### src/rtl/sdram_avalon_bridge_pkg.sv
// Shared types and constants for the core-side SDRAM request to Avalon-MM bridge.
// Latency and backpressure are defined by the bridge FSM; this file holds no logic.
package sdram_bridge_pkg;

  localparam int SDRAM_ADDR_W = 23;
  localparam int SDRAM_DATA_W = 32;

  localparam logic [3:0] BE_ALL_N  = 4'b0000;
  localparam logic [3:0] BE_NONE_N = 4'b1111;

  typedef enum logic [2:0] {
    IDLE,
    WR_CMD,
    RD_CMD,
    RD_WAIT,
    DONE
  } state_t;

endpackage

### src/rtl/sdram_avalon_bridge_watchdog.sv
// Read watchdog: counts RD_WAIT cycles, tc asserts combinationally at RD_TIMEOUT-1.
// No backpressure; the counter saturates at terminal count so it can never wrap.
module bridge_watchdog #(
  parameter int RD_TIMEOUT = 1024
) (
  input  logic clk,
  input  logic rst_n,
  input  logic clr,
  input  logic en,
  output logic tc
);

  localparam int CW = $clog2(RD_TIMEOUT) + 1;

  logic [CW-1:0] cnt;

  assign tc = (cnt == CW'(RD_TIMEOUT - 1));

  always_ff @(posedge clk or negedge rst_n) begin
    if (!rst_n) begin
      cnt <= '0;
    end else if (clr) begin
      cnt <= '0;
    end else if (en && !tc) begin
      cnt <= cnt + CW'(1);
    end
  end

endmodule

### src/rtl/sdram_avalon_bridge.sv
// One-at-a-time bridge from the core request handshake to an Avalon-MM master; write done 2 cycles, read 2+valid delay.
// Stalls on waitrequest with command held stable; read watchdog forces completion if readdatavalid never arrives.
module sdram_avalon_bridge
  import sdram_bridge_pkg::*;
#(
  parameter int ADDR_W     = SDRAM_ADDR_W,
  parameter int DATA_W     = SDRAM_DATA_W,
  parameter int RD_TIMEOUT = 1024
) (
  input  logic              i_clk,
  input  logic              i_rst,
  input  logic              sdram_read,
  input  logic              sdram_write,
  input  logic [ADDR_W-1:0] sdram_addr,
  input  logic [DATA_W-1:0] sdram_writedata,
  output logic [DATA_W-1:0] sdram_readdata,
  output logic              sdram_finished,
  output logic              rd_timeout,
  output logic              busy,
  output logic [ADDR_W-1:0] new_sdram_controller_0_s1_address,
  output logic [3:0]        new_sdram_controller_0_s1_byteenable_n,
  output logic              new_sdram_controller_0_s1_chipselect,
  output logic [DATA_W-1:0] new_sdram_controller_0_s1_writedata,
  output logic              new_sdram_controller_0_s1_read_n,
  output logic              new_sdram_controller_0_s1_write_n,
  input  logic [DATA_W-1:0] new_sdram_controller_0_s1_readdata,
  input  logic              new_sdram_controller_0_s1_readdatavalid,
  input  logic              new_sdram_controller_0_s1_waitrequest
);

  state_t state, state_nxt;
  logic   wd_tc;
  logic   wd_clr;
  logic   wd_en;
  logic   cmd_nxt;

  assign wd_clr = (state == RD_CMD) && !new_sdram_controller_0_s1_waitrequest;
  assign wd_en  = (state == RD_WAIT);
  assign busy   = (state != IDLE);

  bridge_watchdog #(
    .RD_TIMEOUT(RD_TIMEOUT)
  ) u_watchdog (
    .clk  (i_clk),
    .rst_n(i_rst),
    .clr  (wd_clr),
    .en   (wd_en),
    .tc   (wd_tc)
  );

  always_ff @(posedge i_clk or negedge i_rst) begin
    if (!i_rst) begin
      state <= IDLE;
    end else begin
      state <= state_nxt;
    end
  end

  // Write has priority when both requests are presented together.
  always_comb begin
    state_nxt = state;
    case (state)
      IDLE: begin
        if (sdram_write) begin
          state_nxt = WR_CMD;
        end else if (sdram_read) begin
          state_nxt = RD_CMD;
        end
      end
      WR_CMD:  if (!new_sdram_controller_0_s1_waitrequest) state_nxt = DONE;
      RD_CMD:  if (!new_sdram_controller_0_s1_waitrequest) state_nxt = RD_WAIT;
      RD_WAIT: if (new_sdram_controller_0_s1_readdatavalid || wd_tc) state_nxt = DONE;
      DONE:    state_nxt = IDLE;
      default: state_nxt = IDLE;
    endcase
  end

  assign cmd_nxt = (state_nxt == WR_CMD) || (state_nxt == RD_CMD);

  // Strobes are decoded from the next state so the bus sees them straight from flops.
  always_ff @(posedge i_clk or negedge i_rst) begin
    if (!i_rst) begin
      new_sdram_controller_0_s1_chipselect   <= 1'b0;
      new_sdram_controller_0_s1_read_n       <= 1'b1;
      new_sdram_controller_0_s1_write_n      <= 1'b1;
      new_sdram_controller_0_s1_byteenable_n <= BE_NONE_N;
      new_sdram_controller_0_s1_address      <= '0;
      new_sdram_controller_0_s1_writedata    <= '0;
      sdram_readdata                         <= '0;
      sdram_finished                         <= 1'b0;
      rd_timeout                             <= 1'b0;
    end else begin
      new_sdram_controller_0_s1_chipselect   <= cmd_nxt;
      new_sdram_controller_0_s1_read_n       <= (state_nxt != RD_CMD);
      new_sdram_controller_0_s1_write_n      <= (state_nxt != WR_CMD);
      new_sdram_controller_0_s1_byteenable_n <= cmd_nxt ? BE_ALL_N : BE_NONE_N;
      sdram_finished                         <= (state_nxt == DONE);
      case (state)
        IDLE: begin
          if (sdram_write) begin
            new_sdram_controller_0_s1_address   <= sdram_addr;
            new_sdram_controller_0_s1_writedata <= sdram_writedata;
            rd_timeout                          <= 1'b0;
          end else if (sdram_read) begin
            new_sdram_controller_0_s1_address   <= sdram_addr;
            rd_timeout                          <= 1'b0;
          end
        end
        RD_WAIT: begin
          if (new_sdram_controller_0_s1_readdatavalid) begin
            sdram_readdata <= new_sdram_controller_0_s1_readdata;
          end else if (wd_tc) begin
            sdram_readdata <= '0;
            rd_timeout     <= 1'b1;
          end
        end
        default: ;
      endcase
    end
  end

endmodule

### config.mk
export PLATFORM = sky130hd
export DESIGN_NAME = sdram_avalon_bridge
export DESIGN_NICKNAME = d
export VERILOG_FILES = /design/src/rtl/sdram_avalon_bridge_pkg.sv /design/src/rtl/sdram_avalon_bridge_watchdog.sv /design/src/rtl/sdram_avalon_bridge.sv
export SDC_FILE = /design/constraint.sdc
export NUM_CORES = 1
export LEC_CHECK = 0
export ABC_AREA = 1
export CORE_UTILIZATION = 40
export CTS_BUF_LIST = sky130_fd_sc_hd__clkbuf_8
export DETAILED_ROUTE_END_ITERATION = 12
export PLACE_DENSITY = 0.78
export SYNTH_ARGS = -nofsm -noshare
export SYNTH_HDL_FRONTEND = slang
export SYNTH_HIERARCHICAL = 1
export SYNTH_SLANG_ARGS = --single-unit
export TNS_END_PERCENT = 5
### constraint.sdc
create_clock -name i_clk -period 1.5 [get_ports i_clk]
set_input_delay 0.15 -clock i_clk [delete_from_list [all_inputs] [get_ports i_clk]]
set_output_delay 0.15 -clock i_clk [all_outputs]
set_load 0.02 [all_outputs]
Word level (Yosys, flattened, before mapping)
Index checks and enable logic that the tools add are counted.
{"block": "op_classes", "add_sub_neg": 1, "eq_ne": 12, "mux": 18, "n_reduce_logical": 16}
{"operator": "two-way mux 32 bit", "n": 2}
{"operator": "two-way mux 23 bit", "n": 2}
{"operator": "two-way mux 11 bit", "n": 2}
{"operator": "two-way mux 3 bit", "n": 5}
{"operator": "case mux 3 bit (4 select lines)", "n": 1}
{"operator": "adder 11 x 1 -> 11 bit, second input constant", "n": 1}
{"operator": "== test 11 x 10 -> 1 bit, second input constant", "n": 1}
{"operator": "== test 3 x 2 -> 1 bit, second input constant", "n": 3}
{"operator": "nonzero test 2 bit", "n": 4}
{"operator": "== test 3 x 1 -> 1 bit, second input constant", "n": 2}
{"operator": "AND reduction 2 bit", "n": 3}
{"operator": "two-way mux 1 bit", "n": 4}
{"operator": "two-way mux 4 bit", "n": 1}
{"operator": "inequality test 2 bit, second input constant", "n": 2}
{"operator": "AND reduction 4 bit", "n": 1}
{"operator": "== test 3 bit, second input constant", "n": 1}
{"operator": "zero test 3 bit", "n": 1}
{"operator": "inequality test 3 x 1 -> 1 bit, second input constant", "n": 1}
{"operator": "inequality test 3 x 2 -> 1 bit, second input constant", "n": 1}
{"operator": "inequality test 3 bit, second input constant", "n": 1}
{"operator": "nonzero test 3 bit", "n": 1}
{"operator": "logical AND 1 bit", "n": 2}
{"operator": "zero test 1 bit", "n": 2}
{"operator": "logical OR 1 bit", "n": 2}
{"operator": "case mux 1 bit (2 select lines)", "n": 1}
{"block": "word_totals", "output_inout_bits": 97, "ff_bits": 110}

Depth between registers and ports, before layout
Gate-level depths: netlist of the first run.
{"block": "logic_depth", "depth_word": 7, "ltp_mapped": 10, "ltp_nobuf": 10}

By module
Netlist of the first run, hierarchy kept.
{"mod": "sdram_avalon_bridge", "cells_each": 427, "seq_area_each_um2": 2406.1, "area_per_inst_um2": 3912.5, "n_inst": 1}
{"mod": "bridge_watchdog", "cells_each": 101, "seq_area_each_um2": 275.3, "area_per_inst_um2": 711.9, "n_inst": 1}

Least setup slack after synthesis of the first run
Ideal clock, no wire load.
{"block": "synth_path", "path_type": "register -> register", "start": "register state[2]", "end": "register u_watchdog.cnt[2]", "arrival_time_ns": 1.375, "slack_ns": 0.008, "synth_period_minus_slack_ns": 1.492, "stages_incl_launch_ff": 8, "n_path_buf": 1, "cell_sequence": "dfrtp_1 > nor2_4 > inv_1 > nor2_1 > clkinv_1 > buf_2 > nand3_1 > nand2_1"}
{"block": "synth_between", "elab_chain_len": 3}
{"item": "start: declaration", "line": "sdram_avalon_bridge.sv:31", "source": "state_t state, state_nxt;"}
{"item": "start signal: assignment", "line": "sdram_avalon_bridge.sv:55", "source": "state <= state_nxt;"}
{"item": "== test 3 x 2 -> 1 bit (*)", "line": "sdram_avalon_bridge.sv:37", "source": "assign wd_clr = (state == RD_CMD) && !new_sdram_controller_0_s1_waitrequest;"}
{"item": "logical AND 1 bit (*)", "line": "sdram_avalon_bridge.sv:37"}
{"item": "named net wd_clr", "line": "sdram_avalon_bridge.sv:33", "source": "logic wd_clr;"}
{"item": "two-way mux 11 bit / nonzero test 2 bit (equally long branches)"}
{"item": "end signal: assignment", "line": "sdram_avalon_bridge_watchdog.sv:25", "source": "cnt <= cnt + CW'(1);"}
{"item": "end: declaration", "line": "sdram_avalon_bridge_watchdog.sv:15", "source": "logic [CW-1:0] cnt;"}
Mark *: on every way through the listed nets, which the timed path passes. The rest lies on a longest branch.
A chain may end at the register's enable or synchronous reset.

Worst setup path in the final report of the first run
{"block": "layout_path", "start": "register u_watchdog.cnt[0]", "end": "register sdram_readdata[3]"}
{"block": "layout_between", "elab_chain_len": 3}
{"item": "== test 11 x 10 -> 1 bit", "line": "sdram_avalon_bridge_watchdog.sv:17", "source": "assign tc = (cnt == CW'(RD_TIMEOUT - 1));"}
{"item": "named net wd_tc", "line": "sdram_avalon_bridge.sv:32", "source": "logic wd_tc;"}
{"item": "nonzero test 2 bit (no line)"}
{"item": "AND reduction 2 bit (no line)"}
{"item": "end signal: assignment", "line": "sdram_avalon_bridge.sv:111", "source": "sdram_readdata <= new_sdram_controller_0_s1_readdata;"}
{"item": "end: declaration", "line": "sdram_avalon_bridge.sv:16", "source": "output logic [DATA_W-1:0] sdram_readdata,"}
The timed path passes the listed nets, and every way through them passes these cells.

==> run metrics, run 1 <==
status=complete, but fails checks; failing checks=setup timing; HPWL after detailed placement=9186 um; Routed Wire Length=12720 um; FP Rows=38; Hold Violations, Final=0; # Max-Cap Violations=0; Worst Slack Setup Final=-0.02369 ns; Tot GR Track Use=20.81%; most common library cell in the layout ignoring fill and taps=nand2_1; Netlist cell types=28; root buf cell=clkbuf_8; library cell with the largest summed area after synthesis=dfrtp_1; Worst-Margin Slew=0.3432 ns; n_diodes=0; CP max-delay cell=dfrtp_1; Lkg Pwr=4.150 nW; Initial Util=41.92%; drt initial violations=297; Slew Viols, Final=0; Syn Std Cell Area=4624 um^2; Core Region=11030 um^2; Vias/cell=4.905; WP data required=1.75 ns; Die Width=109.5 um; Final Setup Violations=2; RSZ-0062 raised after global routing=true; CTS max path bufs=2; CTS Buf Count=9; Synthesis Warnings=6; die area=11990 um^2; final core occ=64.64%; crit share post-route=101.6%; Yosys top cell area share=56.28%; DR WL/cell=14.50 um; Syn Area/Cell=8.758 um^2; Post-Syn Instances=528; layout cells sized above 1=11.67%; clock latency on the worst-skew pair=0.36 ns; gpl congestion=0.8850; Peak Freq=0.6563 GHz; die height=109.5 um; largest net degree at the start of global routing=49; port bufs=189; final worst path period need=1.524 ns; Detailed Routing Iterations Pass 1=5; cell area after placement=6804 um^2; most frequent cells in the layout=192 x nand2_1, 102 x dfrtp_1, 92 x clkdlybuf4s50_1; dpl ws=-0.07165 ns; Reg clk slew, reported paths=0.10 ns; Critical Path Start Type=flip-flop; first-pass GRT wire length=19290 um; Slowest Stage Delay on Critical Path=0.41 ns; #FFs+latches synth=107; CTS tree=yes; power per cell area=1890 nW/um^2; Final nets=827; skew final=0.01185 ns; vias in the first global route=4120; Post-route DRC=0; worst vdd ir=1057 uV; hold crit path type=input port to asynchronous set/reset pin; Critical Path End Type=flip-flop; Synth area leaders=dfrtp_1 56%, nand2_1 16%, nand3_1 6.1%, o21ai_0 4.2%, inv_1 3.3%; antenna violations before repair=0; Syn-to-layout area delta=54.19%; share of the yosys chip area belonging to registers=57.98%; type of the worst setup path=flip-flop to flip-flop; CP Cell Sequence=ha_4 -> nand2_4 -> nor2_4 -> nand3_2 -> inv_2 -> nor2_4 -> buf_12 -> o21ai_4 -> nand2_1; grt ovf=0; vias=4302; Slew HR=77.12%; Ports=190; crit-path max FO=34; Cells after DPL=859; Mapped Nets=622; Top cell by count, worst path=nor2_4; ANT nets after route=0; clock tree sinks=107; Max H-tree Level=3; Finished Cell Area=7131 um^2; Non-Filler Instances=877; data arrival time of the worst path=1.77 ns; filler cell count=901
area by class of cell:
| class | instances | area, um^2 | share of cell area (%) |
|---|---|---|---|
| Multi-Input combinational cell | 347 | 1645 | 23.07 |
| Tap cell | 140 | 175.2 | 2.457 |
| Sequential cell | 107 | 2684 | 37.64 |
| Clock buffer | 10 | 137.6 | 1.930 |
| Inverter | 45 | 168.9 | 2.369 |
| Clock inverter | 5 | 30.03 | 0.4211 |
| Timing Repair Buffer | 223 | 2290 | 32.11 |
routing by layer:
layer	track usage, %	up-vias	wire length [um]
met3	3.438	31	638
met1	23.62	2044	4974
li1	-	2081	-
met4	9.714	0	448
met2	38.05	146	6659
met5	0	-	0
stage by stage:
stage / setup TNS, ns / power (W) / hold WS, ns
floorplan: 0 / 0.008726 / -0.1456
global placement: 0 / 0.01207 / 0.01796
detailed placement: -0.3535 / 0.01235 / 0.02012
CTS: -0.1404 / 0.01358 / 0.1682
global route: -2.198 / 0.01436 / 0.1635
finish: -0.03206 / 0.01347 / 0.1681
worst max-delay path: cells and delay by family (launching register included):
family,cells,cell delay (ns)
and+or+nand+nor,5,0.39
DFF,1,0.41
adders and majority gates,1,0.17
buffers and inverters,2,0.27
AOI/OAI and AO/OA,1,0.15
cell families (layout without fill, tap and decap cells):
| logic type | after synthesis | after routing | synth area share (%) |
|---|---|---|---|
| AND/OR/NAND/NOR | 277 | 277 | 25.46 |
| flip-flops | 107 | 107 | 57.98 |
| buffers and inverters | 74 | 283 | 7.819 |
| XOR/XNOR | 1 | 1 | 0.1894 |
| AO/OA/AOI/OAI | 68 | 68 | 8.279 |
| adder cells (fa/ha/maj) | 1 | 1 | 0.2705 |
power by group:
part           switching, W  internal [W]
combinational       0.00408       0.00293
sequential         0.000701       0.00418
clock              0.000953      0.000636
registers in the layout (all words and copies together), names as in the netlist, 3 cells and up:
register and cells:
new_sdram_controller_0_s1_writedata 32, u_watchdog/cnt 11, new_sdram_controller_0_s1_address 23, sdram_readdata 32, state 3
synthesized netlist by cell type (all sizes together):
master  count
dfstp       3
buf        19
xor2        1
a21oi       5
o21bai      3
o211ai      1
nand4       1
inv        44
dfrtp     104
nand3      58
clkinv      1
clkbuf     10
o21ai      59
nand2     198
ha          1
nor2       20
path summary, 6_finish.rpt:
path	start	to	slack (ns)	depth (start not counted)
worst max-delay path	u_watchdog/cnt[0]$_DFFE_PN0P_	sdram_readdata[3]$_DFFE_PN0P_	-0.02	9
worst min-delay path	i_rst	new_sdram_controller_0_s1_address[0]$_DFFE_PN0P_	0.17	2
worst max register to register	u_watchdog/cnt[0]$_DFFE_PN0P_	sdram_readdata[3]$_DFFE_PN0P_	-0.02	9
worst min register to register	new_sdram_controller_0_s1_writedata[18]$_DFFE_PN0P_	new_sdram_controller_0_s1_writedata[18]$_DFFE_PN0P_	0.48	2
max in group asynchronous	i_rst	new_sdram_controller_0_s1_byteenable_n[2]$_DFF_PN1_	0.80	3
min in group i_clk	sdram_writedata[27]	new_sdram_controller_0_s1_writedata[27]$_DFFE_PN0P_	0.32	3
repair_timing:
action,in CTS,in global routing
hold buffers,1,0
setup endpoints to repair,81,95
setup buffers,0,2
hold endpoints to repair,104,0
gates resized for setup,79,69
pin swaps,0,2
gates cloned,0,0
No activity file was read; power rests on OpenSTA's default activity.
==> run 2: changes to the inputs <==
- CORE_MARGIN: unset -> 1
==> results of run 2 <==
Same layout as run 1: the final DEF is identical, and so are final timing and power.
